$ cat src/rtl/shift_add_multiplier_8bit_if.sv
// Start/busy/done handshake and operand/product bus of the shift-and-add multiplier.
// master drives the request side; slave is the multiplier.
interface shift_add_multiplier_8bit_if #(
  parameter int WIDTH = 8
);
  logic               start;
  logic [WIDTH-1:0]   in1;
  logic [WIDTH-1:0]   in2;
  logic               busy;
  logic               done;
  logic [2*WIDTH-1:0] product;

  modport master (output start, in1, in2, input busy, done, product);
  modport slave  (input start, in1, in2, output busy, done, product);
endinterface

$ cat src/rtl/shift_add_multiplier_8bit.sv
// Sequential unsigned 8x8 -> 16 radix-2 shift-and-add multiplier around one ripple-carry adder.
// One multiplier bit retired per cycle; the 9-bit adder result is shifted back into {A,Q}.
module ripple_carry_adder_8bit #(
  parameter int WIDTH = 8
) (
  input  logic [WIDTH-1:0] in1,
  input  logic [WIDTH-1:0] in2,
  input  logic             c_in,
  output logic [WIDTH-1:0] sum,
  output logic             c_out
);
  logic [WIDTH:0] c;

  assign c[0] = c_in;
  for (genvar i = 0; i < WIDTH; i++) begin : g_fa
    assign sum[i]   = in1[i] ^ in2[i] ^ c[i];
    assign c[i+1]   = (in1[i] & in2[i]) | (c[i] & (in1[i] ^ in2[i]));
  end
  assign c_out = c[WIDTH];
endmodule

module shift_add_multiplier_8bit #(
  parameter int WIDTH = 8,
  parameter int CNT_W = 4
) (
  input  logic                       clk,
  input  logic                       rst,
  shift_add_multiplier_8bit_if.slave bus
);
  typedef enum logic {IDLE, RUN} state_t;

  state_t             state_q, state_d;
  logic [CNT_W-1:0]   count_q, count_d;
  logic [WIDTH-1:0]   mcand_q, mcand_d;
  logic [WIDTH-1:0]   a_q, a_d;
  logic [WIDTH-1:0]   q_q, q_d;
  logic               busy_q, busy_d;
  logic               done_q, done_d;
  logic [2*WIDTH-1:0] product_q, product_d;

  logic [WIDTH-1:0]   add_b, add_sum;
  logic               add_co;
  logic [2*WIDTH-1:0] p_next;

  assign add_b = q_q[0] ? mcand_q : '0;

  ripple_carry_adder_8bit #(.WIDTH(WIDTH)) u_rca (
    .in1   (a_q),
    .in2   (add_b),
    .c_in  (1'b0),
    .sum   (add_sum),
    .c_out (add_co)
  );

  // Carry lands in P[15]; the retired multiplier bit falls off the bottom.
  assign p_next = {add_co, add_sum, q_q[WIDTH-1:1]};

  always_comb begin
    state_d   = state_q;
    count_d   = count_q;
    mcand_d   = mcand_q;
    a_d       = a_q;
    q_d       = q_q;
    busy_d    = busy_q;
    done_d    = 1'b0;
    product_d = product_q;
    case (state_q)
      IDLE: begin
        if (bus.start) begin
          mcand_d = bus.in1;
          q_d     = bus.in2;
          a_d     = '0;
          count_d = '0;
          busy_d  = 1'b1;
          state_d = RUN;
        end
      end
      RUN: begin
        {a_d, q_d} = p_next;
        count_d    = count_q + 1'b1;
        if (count_q == CNT_W'(WIDTH-1)) begin
          product_d = p_next;
          done_d    = 1'b1;
          busy_d    = 1'b0;
          state_d   = IDLE;
        end
      end
      default: state_d = IDLE;
    endcase
  end

  always_ff @(posedge clk or posedge rst) begin
    if (rst) begin
      state_q   <= IDLE;
      count_q   <= '0;
      mcand_q   <= '0;
      a_q       <= '0;
      q_q       <= '0;
      busy_q    <= 1'b0;
      done_q    <= 1'b0;
      product_q <= '0;
    end else begin
      state_q   <= state_d;
      count_q   <= count_d;
      mcand_q   <= mcand_d;
      a_q       <= a_d;
      q_q       <= q_d;
      busy_q    <= busy_d;
      done_q    <= done_d;
      product_q <= product_d;
    end
  end

  assign bus.busy    = busy_q;
  assign bus.done    = done_q;
  assign bus.product = product_q;
endmodule

$ cat src/flat_wrapper.sv
// flat-port wrapper written by rule: the top's interface ports become plain ports
module shift_add_multiplier_8bit_flat 
#(
  parameter int WIDTH = 8,
  parameter int CNT_W = 4
)
  (clk, rst, bus_start, bus_in1, bus_in2, bus_busy, bus_done, bus_product);
  shift_add_multiplier_8bit_if #(.WIDTH(WIDTH)) bus_i ();
  input  logic clk;
  input  logic rst;
  input wire logic [$bits(bus_i.start)-1:0] bus_start;
  input wire logic [$bits(bus_i.in1)-1:0] bus_in1;
  input wire logic [$bits(bus_i.in2)-1:0] bus_in2;
  output wire logic [$bits(bus_i.busy)-1:0] bus_busy;
  output wire logic [$bits(bus_i.done)-1:0] bus_done;
  output wire logic [$bits(bus_i.product)-1:0] bus_product;
  assign bus_i.start = bus_start;
  assign bus_i.in1 = bus_in1;
  assign bus_i.in2 = bus_in2;
  assign bus_busy = bus_i.busy;
  assign bus_done = bus_i.done;
  assign bus_product = bus_i.product;
  shift_add_multiplier_8bit #(.WIDTH(WIDTH), .CNT_W(CNT_W)) u_core (.clk(clk), .rst(rst), .bus(bus_i));
endmodule
$ cat config.mk
export PLATFORM = sky130hd
export DESIGN_NAME = shift_add_multiplier_8bit_flat
export DESIGN_NICKNAME = d
export VERILOG_FILES = /design/src/rtl/shift_add_multiplier_8bit_if.sv /design/src/rtl/shift_add_multiplier_8bit.sv /design/src/flat_wrapper.sv
export SDC_FILE = /design/constraint.sdc
export NUM_CORES = 1
export LEC_CHECK = 0
export CORE_UTILIZATION = 30
export DETAILED_ROUTE_END_ITERATION = 7
export HOLD_SLACK_MARGIN = 0.15
export PLACE_DENSITY = 0.5
export SLEW_MARGIN = 20
export SYNTH_ARGS = -nofsm -noshare
export SYNTH_HDL_FRONTEND = slang
export SYNTH_HIERARCHICAL = 1
export SYNTH_SLANG_ARGS = --single-unit
$ cat constraint.sdc
create_clock -name clk -period 9.2 [get_ports clk]
set_input_delay 1.84 -clock clk [delete_from_list [all_inputs] [get_ports clk]]
set_output_delay 1.84 -clock clk [all_outputs]
set_load 0.03 [all_outputs]
### After elaboration in Yosys (flattened, before gate mapping)

Index checks and enable logic that the tools add are counted.

* flip-flop bits (word level): 47
* bits of input ports: 19
* output and inout bits: 18
* word-level logic and storage cells: 68

* add/subtract/negate cells: 1
* equal/unequal tests: 3
* muxes and demuxes: 15
* bitwise logic cells: 38
* reduce and logical (&&, ||, !) cells: 3

Operator list (number)
* case mux 8 bit (2 select lines): 2
* 2-to-1 mux 8 bit: 3
* AND 1 bit: 15
* bitwise XOR 1 bit: 15
* case mux 4 bit (2 select lines): 1
* bitwise OR 1 bit: 7
* 2-to-1 mux 1 bit: 6
* AND reduction 2 bit: 3
* adder 4 x 1 -> 4 bit, second input constant: 1
* == test 4 x 3 -> 1 bit, second input constant: 1
* 2-to-1 mux 4 bit: 1
* inequality test 2 bit, second input constant: 2
* case mux 1 bit (2 select lines): 2
* inverter 1 bit: 1

### Longest topological paths before layout

* word-level depth: 17
* depth in mapped cells: 14
* mapped depth without buffers: 14

### Hierarchy

The synthesis kept the hierarchy.

By module, submodules not included
* shift_add_multiplier_8bit: times used 1, cells an instance 142, area each 1948.1 um^2, seq. area each 1176.1 um^2
* ripple_carry_adder_8bit: times used 1, cells an instance 18, area each 197.7 um^2, seq. area each 0.0 um^2

### Worst setup path after synthesis

No wires, ideal clock.

* path type: reg-to-reg
* from: register u_core.q_q[0]
* to: register u_core.product_q[14], in the netlist u_core/bus.product[14]
* library setup time: 65 ps
* data arrival time: 3706 ps
* required time: 9135 ps
* path slack: 5429 ps
* cell stages (with the launch flop): 15
* path buffers: 0
* period minus slack after synthesis: 3771 ps
* cell sequence: dfrtp_1 > and2_1 > fa_1 > inv_1 > fa_1 > inv_1 > fa_1 > fa_1 > fa_1 > fa_1 > fa_1 > inv_1 > fa_1 > inv_1 > mux2_2

* word-level cells in the longest chain between the ends: 15
* elaborated cells between the ends (all ways): 28
* those cells by class: mux: 1; bitwise: 27

Ends and longest elaborated chain
* from (decl): RTL line shift_add_multiplier_8bit.sv:36 `logic [WIDTH-1:0] q_q, q_d;`
* from (signal assigned): RTL line shift_add_multiplier_8bit.sv:107 `q_q <= q_d;`
* 2-to-1 mux 8 bit: RTL line shift_add_multiplier_8bit.sv:45 `assign add_b = q_q[0] ? mcand_q : '0;`
* net u_core.add_b[0]: RTL line shift_add_multiplier_8bit.sv:41 `logic [WIDTH-1:0] add_b, add_sum;`
* AND 1 bit (2 in series): RTL line shift_add_multiplier_8bit.sv:17 `assign c[i+1] = (in1[i] & in2[i]) | (c[i] & (in1[i] ^ in2[i]));`
* bitwise OR 1 bit: RTL line shift_add_multiplier_8bit.sv:17
* AND 1 bit: RTL line shift_add_multiplier_8bit.sv:17
* bitwise OR 1 bit: RTL line shift_add_multiplier_8bit.sv:17
* AND 1 bit: RTL line shift_add_multiplier_8bit.sv:17
* bitwise OR 1 bit: RTL line shift_add_multiplier_8bit.sv:17
* AND 1 bit: RTL line shift_add_multiplier_8bit.sv:17
* bitwise OR 1 bit: RTL line shift_add_multiplier_8bit.sv:17
* AND 1 bit: RTL line shift_add_multiplier_8bit.sv:17
* bitwise OR 1 bit: RTL line shift_add_multiplier_8bit.sv:17
* AND 1 bit: RTL line shift_add_multiplier_8bit.sv:17
* bitwise OR 1 bit: RTL line shift_add_multiplier_8bit.sv:17
* bitwise XOR 1 bit: RTL line shift_add_multiplier_8bit.sv:16 `assign sum[i] = in1[i] ^ in2[i] ^ c[i];`
* net u_core.add_sum[7]: RTL line shift_add_multiplier_8bit.sv:41
* to (signal assigned): RTL line shift_add_multiplier_8bit.sv:110 `product_q <= product_d;`
* to (decl): RTL line shift_add_multiplier_8bit.sv:39 `logic [2*WIDTH-1:0] product_q, product_d;`

The timed path passes the listed nets, and every way through them passes these cells.
A chain may end at the register's enable or synchronous reset.

### Worst setup path in the final report

Ends and elaborated chain as after synthesis.

==> results.yml <==
detailed_routing:
  drc: 0
  ant_nets: 0
  avgViaCountPerCell: 4.348
  routed_wire_length_per_instance_um: 13.88
  drt-pass1-iter-count: 4
  finalWirelength_um: 4066
  vias: 1274
  drtIter0Drc: 41
synth:
  top_reg_cell_synth: "sky130_fd_sc_hd__dfrtp_1"
  synthMostInstantiatedCell: "sky130_fd_sc_hd__dfrtp_1"
  yosys_register_bits: 47
  syn_inst: 160
  syn_std_cell_area_um2: 2146
  number_of_distinct_library_cells_after_synthesis: 24
  net_count_after_synthesis: 188
  async_reset_ff_share_pct: 100.0
  syn_avg_cell_area_um2: 13.41
  synth_top_cell_area_share_pct: 54.81
  synth_common_cells: "47 x sky130_fd_sc_hd__dfrtp_1, 16 x sky130_fd_sc_hd__mux2_2, 12 x sky130_fd_sc_hd__inv_1, 11 x sky130_fd_sc_hd__nand2_1, 11 x sky130_fd_sc_hd__o21ai_0"
  post-synth-top-area-cell: "sky130_fd_sc_hd__dfrtp_1"
  yosysWarnings: 6
  ys_seq_area_share_pct: 54.81
  post_synth_main_area_contributors: "sky130_fd_sc_hd__dfrtp_1 55%, sky130_fd_sc_hd__mux2_2 8.4%, sky130_fd_sc_hd__fa_1 7.5%, sky130_fd_sc_hd__mux2_4 6.3%, sky130_fd_sc_hd__mux2i_1 3.7%"
  synth_edf_count: 0
sta:
  maxClockFrequency_ghz: 0.2503
  setup_viol: 0
  hold_violations: 0
  finalClockSkew_ps: 8.218
  hold-worst-slack_ps: 510.3
  layout_worst_path_cycle_share_pct: 43.43
  relSlewSlack_pct: 44.09
  report.final.slew_viol_count: 0
  setup_repair_after_global_routing_missed_its_margin: "no"
  timing_worst_slew_pin_value_ps: 837.6
  finalWorstSetupSlack_ps: 5205
  tns_ps: 0
  fin_crit_ps: 3995
global_routing:
  antenna_found_initial: 0
  grt_pass1_wl_um: 6796
  grt_max_degree: 48
  grt_pass1_vias: 1388
  globalRouteTotalUtil_pct: 11.87
  grt.overflow.total: 0
cts:
  cts_num_sinks: 47
  clock_path_buffers: 2
  cts_tree: "built"
  cts_buffers: 5
  clkTransAtPathRegs_ps: 80
  ctsHoldBuffers: 0
  postCtsResizedCells: 0
  clk-insertion-delay-late_ps: 290
  postCtsSetupBuffers: 0
  cts_htree_levels: 2
  clk_root_buffer_cell: "sky130_fd_sc_hd__clkbuf_8"
placed_design:
  hpwl_um: 2783
  post_dp_cell_area_um2: 2589
  numPortBuffers: 36
  setup_slack_after_placement_ps: 5203
  placedCellCount: 285
  routability_congestion_estimate: 0.7107
setup_path:
  reg2reg_depth: 14
  timing.rr.end: "u_core/bus.product[14]$_DFFE_PP0P_"
  timing.critical_path.fanout_max: 9
  kind_of_start_point_of_the_critical_path: "register"
  critPathSlowestCell: "sky130_fd_sc_hd__dfrtp_1"
  worst_setup_path_end_kind: "register"
  r2r_setup_slack_ps: 5200
  reg2reg_from: "u_core/q_q[0]$_DFFE_PP0P_"
  timing.critical_path.cells: "and2_1 -> fa_1 -> inv_1 -> fa_1 -> inv_1 -> fa_1 -> fa_1 -> fa_1 -> fa_1 -> fa_1 -> inv_1 -> fa_1 -> inv_1 -> mux2_2"
  path_common_cell: "sky130_fd_sc_hd__fa_1"
  cp_data_required_time_ps: 9430
  max_stage_delay_ps: 450
  timing.setup.critical_path_class: "register to register"
  worst-endpoint-arrival_ps: 4230
final_layout:
  share_of_layout_cells_above_drive_strength_1_pct: 17.77
  antenna-diode-count: 0
  post-route-util_pct: 39.16
  n_fill_cell: 668
  area_growth_syn_to_layout_pct: 25.36
  layout.nets: 224
  finish.cell_count_without_fillers: 293
  post-route-cell-area_um2: 2690
job:
  maxCapViolations: 0
floorplanning:
  core_area_um2: 6869
  initial_core_utilization_pct: 31.24
  die_outline_area_um2: 7495
  num_rows: 30
  design.portCount: 37
  die_x_um: 86.58
  dieHeight_um: 86.58
power_and_ir_drop:
  vdd_drop_max_uv: 185.2
  fin_total_pwr_mw: 0.9729
  cellPowerDensity_nw_per_um2: 361.7
  total_leakage_power_nw: 1.237
hold_path:
  hold_path_cell_cnt: 1
  hold_wc_path_type: "register to register"
  whs_endpoint: "u_core/a_q[7]$_DFFE_PP0P_"
  timing.hold.worst.start: "u_core/a_q[7]$_DFFE_PP0P_"
outcome:
  run_status: "finished clean"
-- cells by family (layout without fill, tap and decap cells) --
kind of cell    after synthesis  after routing  share of synthesized area, %
fa+ha+maj                     9              9                         8.046
flops                        47             47                         54.81
simple gates                 27             27                         7.056
mux                          33             33                         18.43
compound gates               21             21                         6.472
buf+inv                      20             57                         4.198
xor+xnor                      2              2                        0.8165
other cells                   1              1                        0.1748
-- routing by layer --
layer / vias up / global-route usage (%) / part of all wire, %
met4: 0 / 2.273 / 0.12
met2: 40 / 18.83 / 46
met5: - / 0 / 0
li1: 604 / - / -
met3: 2 / 3.238 / 5.2
met1: 628 / 16.45 / 49
-- final cells by class --
type / count / area (µm²) / area share [%]
Sequential cell: 47 / 1176 / 43.72
Multi-Input combinational cell: 93 / 879.6 / 32.70
Timing Repair Buffer: 37 / 367.9 / 13.67
Tap cell: 96 / 120.1 / 4.465
Clock buffer: 8 / 100.1 / 3.721
Inverter: 12 / 46.29 / 1.721
-- power by group --
group | internal (mW) | total, mW | switching (mW) | leakage, nW
clock network | 0.0687 | 0.136 | 0.0671 | 0.0515
registers | 0.307 | 0.373 | 0.0656 | 0.577
logic | 0.237 | 0.464 | 0.227 | 0.608
total | 0.613 | 0.973 | 0.360 | 1.24
-- how the worst max path moves through the flow --
stage | to | start | depth (start not counted)
2_1_floorplan | u_core/bus.product[14]$_DFFE_PP0P_ | u_core/q_q[0]$_DFFE_PP0P_ | 14
5_1_grt | u_core/a_q[6]$_DFFE_PP0P_ | u_core/q_q[0]$_DFFE_PP0P_ | 14
3_5_place_dp | u_core/bus.product[14]$_DFFE_PP0P_ | u_core/q_q[0]$_DFFE_PP0P_ | 14
6_report | u_core/bus.product[14]$_DFFE_PP0P_ | u_core/q_q[0]$_DFFE_PP0P_ | 14
4_1_cts | u_core/bus.product[14]$_DFFE_PP0P_ | u_core/q_q[0]$_DFFE_PP0P_ | 14
3_3_place_gp | u_core/bus.product[14]$_DFFE_PP0P_ | u_core/q_q[0]$_DFFE_PP0P_ | 14
-- worst max-delay path, delay by kind of cell, from the launching register on --
kind,cells,cell delay [ps]
flops,1,450
fa+ha+maj,8,2880
mux,1,140
simple gates,1,180
buf+inv,4,290
-- state kept, by name, indices dropped and copies added, names as in the netlist --
name	flops
u_core/q_q	8
u_core/bus.done	1
u_core/bus.busy	1
u_core/count_q	4
u_core/a_q	8
u_core/bus.product	16
u_core/state_q	1
u_core/mcand_q	8
-- layout by cell type, fill, tap and decap left out, drive strengths merged --
cell type,netlist,layout
a21oi,1,1
a22o,9,9
and2,8,8
buf,7,1
clkbuf,1,8
clkdlybuf4s50,0,36
clkinv,0,1
conb,1,1
dfrtp,47,47
fa,8,8
ha,1,1
inv,12,11
mux2,25,25
mux2i,8,8
nand2,11,11
nand2b,1,1
nand3,1,1
nand4b,1,1
nor2,3,3
nor2b,1,1
o21ai,11,11
or2b,1,1
xnor2,1,1
xor2,1,1
Power figures use the tool's default switching activity.
